<file path="src/rtl/avmm_pkg.sv">
// Shared definitions for the Avalon-MM command master: FSM state encoding
// and the data word returned when a transaction is abandoned.
package avmm_pkg;

   typedef enum logic [1:0] {
      ST_IDLE,
      ST_BUS,
      ST_RDWAIT,
      ST_RSP
   } avmm_state_e;

   localparam logic [31:0] TIMEOUT_PATTERN = 32'hdeadbeef;

endpackage

</file>
<file path="src/rtl/avmm_cmd_master.sv">
// Turns one streamed command at a time into a single Avalon-MM read or write,
// then returns one response word (read data, zero, or a timeout marker).
module avmm_cmd_master
   import avmm_pkg::*;
#(
   parameter int ADDR_W       = 9,
   parameter int READ_LATENCY = 1,
   parameter int TIMEOUT      = 255
) (
   input  logic              csi_clk_clk,
   input  logic              rsi_reset_reset_n,
   input  logic              asi_cmd_valid,
   output logic              asi_cmd_ready,
   input  logic              asi_cmd_write,
   input  logic [ADDR_W-1:0] asi_cmd_address,
   input  logic [31:0]       asi_cmd_writedata,
   output logic [ADDR_W-1:0] avm_ctrl_address,
   output logic              avm_ctrl_read,
   output logic              avm_ctrl_write,
   output logic [31:0]       avm_ctrl_writedata,
   input  logic [31:0]       avm_ctrl_readdata,
   input  logic              avm_ctrl_waitrequest,
   output logic              aso_rsp_valid,
   input  logic              aso_rsp_ready,
   output logic [31:0]       aso_rsp_data,
   output logic              aso_rsp_error,
   output logic [15:0]       coe_timeout_count
);

   // A timeout fires on the TIMEOUT-th stalled edge, so compare against TIMEOUT-1
   // before the counter is bumped.
   localparam logic [15:0] STALL_LIMIT = 16'(TIMEOUT - 1);
   localparam logic [2:0]  LAT_LIMIT   = 3'(READ_LATENCY);

   avmm_state_e state;
   logic [15:0] stall_cnt;
   logic [2:0]  lat_cnt;

   // Single registered FSM; the strobes themselves remember read vs write while in BUS.
   always_ff @(posedge csi_clk_clk or negedge rsi_reset_reset_n) begin
      if (!rsi_reset_reset_n) begin
         state              <= ST_IDLE;
         asi_cmd_ready      <= 1'b0;
         avm_ctrl_address   <= '0;
         avm_ctrl_read      <= 1'b0;
         avm_ctrl_write     <= 1'b0;
         avm_ctrl_writedata <= '0;
         aso_rsp_valid      <= 1'b0;
         aso_rsp_data       <= '0;
         aso_rsp_error      <= 1'b0;
         coe_timeout_count  <= '0;
         stall_cnt          <= '0;
         lat_cnt            <= '0;
      end else begin
         case (state)
            ST_IDLE: begin
               if (asi_cmd_valid && asi_cmd_ready) begin
                  avm_ctrl_address   <= asi_cmd_address;
                  avm_ctrl_writedata <= asi_cmd_writedata;
                  avm_ctrl_read      <= !asi_cmd_write;
                  avm_ctrl_write     <= asi_cmd_write;
                  asi_cmd_ready      <= 1'b0;
                  stall_cnt          <= '0;
                  state              <= ST_BUS;
               end else begin
                  asi_cmd_ready <= 1'b1;
               end
            end
            ST_BUS: begin
               if (!avm_ctrl_waitrequest) begin
                  avm_ctrl_read  <= 1'b0;
                  avm_ctrl_write <= 1'b0;
                  if (avm_ctrl_read) begin
                     lat_cnt <= 3'd1;
                     state   <= ST_RDWAIT;
                  end else begin
                     aso_rsp_data  <= '0;
                     aso_rsp_error <= 1'b0;
                     aso_rsp_valid <= 1'b1;
                     state         <= ST_RSP;
                  end
               end else if (stall_cnt == STALL_LIMIT) begin
                  avm_ctrl_read  <= 1'b0;
                  avm_ctrl_write <= 1'b0;
                  aso_rsp_data   <= TIMEOUT_PATTERN;
                  aso_rsp_error  <= 1'b1;
                  aso_rsp_valid  <= 1'b1;
                  if (coe_timeout_count != 16'hffff) begin
                     coe_timeout_count <= coe_timeout_count + 16'd1;
                  end
                  state <= ST_RSP;
               end else begin
                  stall_cnt <= stall_cnt + 16'd1;
               end
            end
            ST_RDWAIT: begin
               if (lat_cnt == LAT_LIMIT) begin
                  aso_rsp_data  <= avm_ctrl_readdata;
                  aso_rsp_error <= 1'b0;
                  aso_rsp_valid <= 1'b1;
                  state         <= ST_RSP;
               end else begin
                  lat_cnt <= lat_cnt + 3'd1;
               end
            end
            ST_RSP: begin
               if (aso_rsp_ready) begin
                  aso_rsp_valid <= 1'b0;
                  asi_cmd_ready <= 1'b1;
                  state         <= ST_IDLE;
               end
            end
            default: begin
               state <= ST_IDLE;
            end
         endcase
      end
   end

endmodule

</file>
<file path="config.mk">
export PLATFORM = sky130hd
export DESIGN_NAME = avmm_cmd_master
export DESIGN_NICKNAME = d
export VERILOG_FILES = /design/src/rtl/avmm_pkg.sv /design/src/rtl/avmm_cmd_master.sv
export SDC_FILE = /design/constraint.sdc
export NUM_CORES = 1
export LEC_CHECK = 0
export CAP_MARGIN = 20
export CORE_MARGIN = 1
export CORE_UTILIZATION = 40
export DETAILED_ROUTE_END_ITERATION = 10
export DONT_BUFFER_PORTS = 1
export GPL_TIMING_DRIVEN = 0
export PLACE_DENSITY_LB_ADDON = 0.05
export SYNTH_ARGS = -nofsm -noshare
export SYNTH_HDL_FRONTEND = slang
export SYNTH_SLANG_ARGS = --single-unit
</file>
<file path="constraint.sdc">
create_clock -name csi_clk_clk -period 3.6 [get_ports csi_clk_clk]
set_clock_uncertainty 0.1 [all_clocks]
set_input_delay 0.72 -clock csi_clk_clk [delete_from_list [all_inputs] [get_ports csi_clk_clk]]
set_output_delay 0.72 -clock csi_clk_clk [all_outputs]
set_load 0.01 [all_outputs]
</file>
==> out/qor.txt <==
Final hold viol count: 0
CTS root buf: clkbuf_16
Slew HR: 42.2%
Port Buffers: 0
Core footprint: 0.0122 mm²
Share of layout cells above drive strength 1: 7.43%
Syn nets: 582
RSZ-0062 raised after global routing: false
Die span in y: 115 µm
Final WS setup: 862 ps
CP Depth: 8
CP max stage delay: 420 ps
Synth cell types: 46
GR Overflow Total: 0
Number of synthesized flops with an enable pin: 0
Family with the most delay on the worst path: buffers and inverters
CTS tree: done
Largest net degree at the start of global routing: 116
Initial antenna violation count: 0
FF-to-FF path depth: 8
Hpwl dp: 7960 µm
Mapped cell area: 0.00511 mm²
First-pass GRT wire length: 18100 µm
MaxCap Viol Count: 0
Iter 0 DRT Violations: 153
Vias in the first global route: 3666
Worst-path fanout max: 10
P_leak: 2.83 nW
Vias after detailed routing: 3648
Pre-CTS setup slack: 806 ps
NumNets Final: 602
Finished Cell Area: 0.00589 mm²
Fill cells: 1170
Tot GR Track Use: 17.9%
Primary FF master, synth: dfrtp_1
WL final: 11500 µm
Placed Area: 0.00532 mm²
Antenna diode count: 0
Fin crit share: 76.1%
Yosys reg bits: 115
Clock Sink Count: 115
PwrDens: 805 mW/mm²
Seq/Total Area, Yosys: 56.3%
Ys async rst share: 100%
Total negative slack: 0 ps
Min-delay worst type: in -> async
Area of the die: 0.0132 mm²
Syn Inst Count: 494
Clock Path Buffers: 2
DR WL/cell: 16.6 µm
Final period demand of the worst path: 2740 ps
Warnings from Yosys: 0
Buffers and inverters on the worst path: 4
Slew @ Worst Pin: 860 ps
Crit start category: register
Slowest-stage cell, CP: dfrtp_1
Post-route antenna net violation count: 0
Final setup fails: 0
Maximum VDD drop: 0.429 mV
Initial core utilization: 41.8%
# resized after CTS: 0
Clock-pin transition on the worst setup and hold timing paths: 50 ps
Skew-Pair Late Insertion Delay: 400 ps
Drt pass-1 iters: 7
Total CTS buffers: 17
Total Power: 4.74 mW
Final Max Slew Viols: 0
DRC Markers: 0
CP Cell Sequence: inv_1 > ha_1 > clkbuf_1 > nand3_1 > clkbuf_1 > nor2_1 > clkbuf_1 > nor2_1
CP dominant cell by count: clkbuf_1
Critical path class: reg -> reg
Synthesis-to-finish area growth: 15.2%
CP Data Required Time: 3770 ps
Arr. time, crit path: 2900 ps
Avg Cell Area, Syn: 10.3 µm²
Crit end category: register
Status: completed
Final Wtd Congestion: 0.798
Max Freq: 0.365 GHz
Setup Fix Bufs, Post-CTS: 0
Number of top-level pins: 173
Htree depth: 4
Cell row count: 40
Die width: 115 µm
DR vias/cell: 5.26
## power by group
group	switching [mW]	total (mW)	internal [mW]	leakage, nW
combinational	0.675	1.15	0.478	1.05
sequential	0.420	2.06	1.64	1.52
clock	0.538	1.53	0.990	0.263
## path summary, 6_finish.rpt
path | slack (ps) | startpoint | end
max | 860 | state[0]$_DFFE_PN0P_ | stall_cnt[12]$_DFFE_PN0P_
min | 140 | rsi_reset_reset_n | lat_cnt[2]$_DFFE_PN0P_
max reg2reg | 860 | state[0]$_DFFE_PN0P_ | stall_cnt[12]$_DFFE_PN0P_
min reg2reg | 440 | stall_cnt[5]$_DFFE_PN0P_ | stall_cnt[5]$_DFFE_PN0P_
max in group asynchronous | 2770 | rsi_reset_reset_n | coe_timeout_count[4]$_DFFE_PN0P_
min in group csi_clk_clk | 320 | asi_cmd_writedata[27] | avm_ctrl_writedata[27]$_DFFE_PN0P_
## cell families after synthesis
logic type	after synthesis	share of synthesized area (%)
flops	115	56.3
fa+ha+maj	9	2.20
xor+xnor	29	4.97
buf+inv	38	3.40
mux	5	1.05
simple gates	232	21.4
compound gates	66	10.7
## worst register-to-register path: cells and delay by family (launching register included)
kind                       cells  cell delay [ps]
buffers and inverters          4             1190
and+or+nand+nor                3              730
DFF                            1              420
adders and majority gates      1              170
## per-layer routing
metal | global-route usage (%) | routed length, µm | share of wire [%]
met1 | 21.1 | 5010 | 44
met4 | 5.71 | 104 | 0.90
met5 | 0 | 0 | 0
met2 | 29.0 | 5500 | 48
met3 | 8.22 | 889 | 7.7
## per-stage QoR
step	utilization, %	hold WS, ps	instances
final	48.2	136	693
after global routing	48.2	180	693
after CTS	48.2	197	693
after detailed placement	43.6	330	662
after global placement	43.6	329	662
after floorplan	-	324	494
## cells in the mapped netlist, drive strengths merged, types with 5 or more instances
cell	n	area, µm²
xnor2	25	219
a221o	24	240
nand2	135	507
nor4	9	71.3
a22o	10	87.6
nand4	15	109
dfrtp	115	2880
a21oi	6	30.0
nor3	5	25.0
buf	12	76.3
and3	13	81.3
ha	9	113
nor2	19	71.3
inv	8	30.0
nand3	17	85.1
clkbuf	18	67.6
o21ai	8	40.0
## registers in the layout (all words and copies together), names as in the netlist
signal,flops
aso_rsp_error,1
avm_ctrl_writedata,32
avm_ctrl_address,9
lat_cnt,3
avm_ctrl_write,1
avm_ctrl_read,1
stall_cnt,16
coe_timeout_count,16
state,2
aso_rsp_data,32
aso_rsp_valid,1
asi_cmd_ready,1
## cell type report
| class | count | area (µm²) | share of cell area, % |
|---|---|---|---|
| Multi-Input combinational cell | 341 | 2060 | 35.0 |
| Tap cell | 168 | 210 | 3.57 |
| Clock buffer | 25 | 485 | 8.25 |
| Timing Repair Buffer | 1 | 27.5 | 0.468 |
| Buffer | 30 | 144 | 2.44 |
| Sequential cell | 115 | 2880 | 48.9 |
| Clock inverter | 5 | 52.6 | 0.893 |
| Inverter | 8 | 30.0 | 0.510 |
## timing repair
item	4_1_cts	5_1_grt
endpoints found under the hold margin	115	0
setup endpoints to repair	0	0
hold buffers	1	0
## placed cells by master (no fill, tap or decap), types with 3 or more instances in the layout
master	synthesis	final
clkbuf_8	0	3
clkbuf_16	0	17
inv_1	8	8
xnor2_1	25	25
a22o_1	10	10
ha_1	9	9
nor4_1	8	8
nor2_1	19	19
mux2_2	3	3
and2_1	3	3
and3_1	13	13
clkbuf_1	18	23
dfrtp_1	115	115
clkinv_2	0	3
buf_2	4	4
a221o_1	24	24
buf_1	4	4
buf_6	3	3
and4_1	4	4
nand4_1	14	14
o21ai_0	8	8
nand3_1	17	17
nand2_1	135	135
a21oi_1	6	6
nor3_1	5	5
o2bb2ai_1	3	3
xor2_1	4	4
Power figures use the tool's default switching activity.
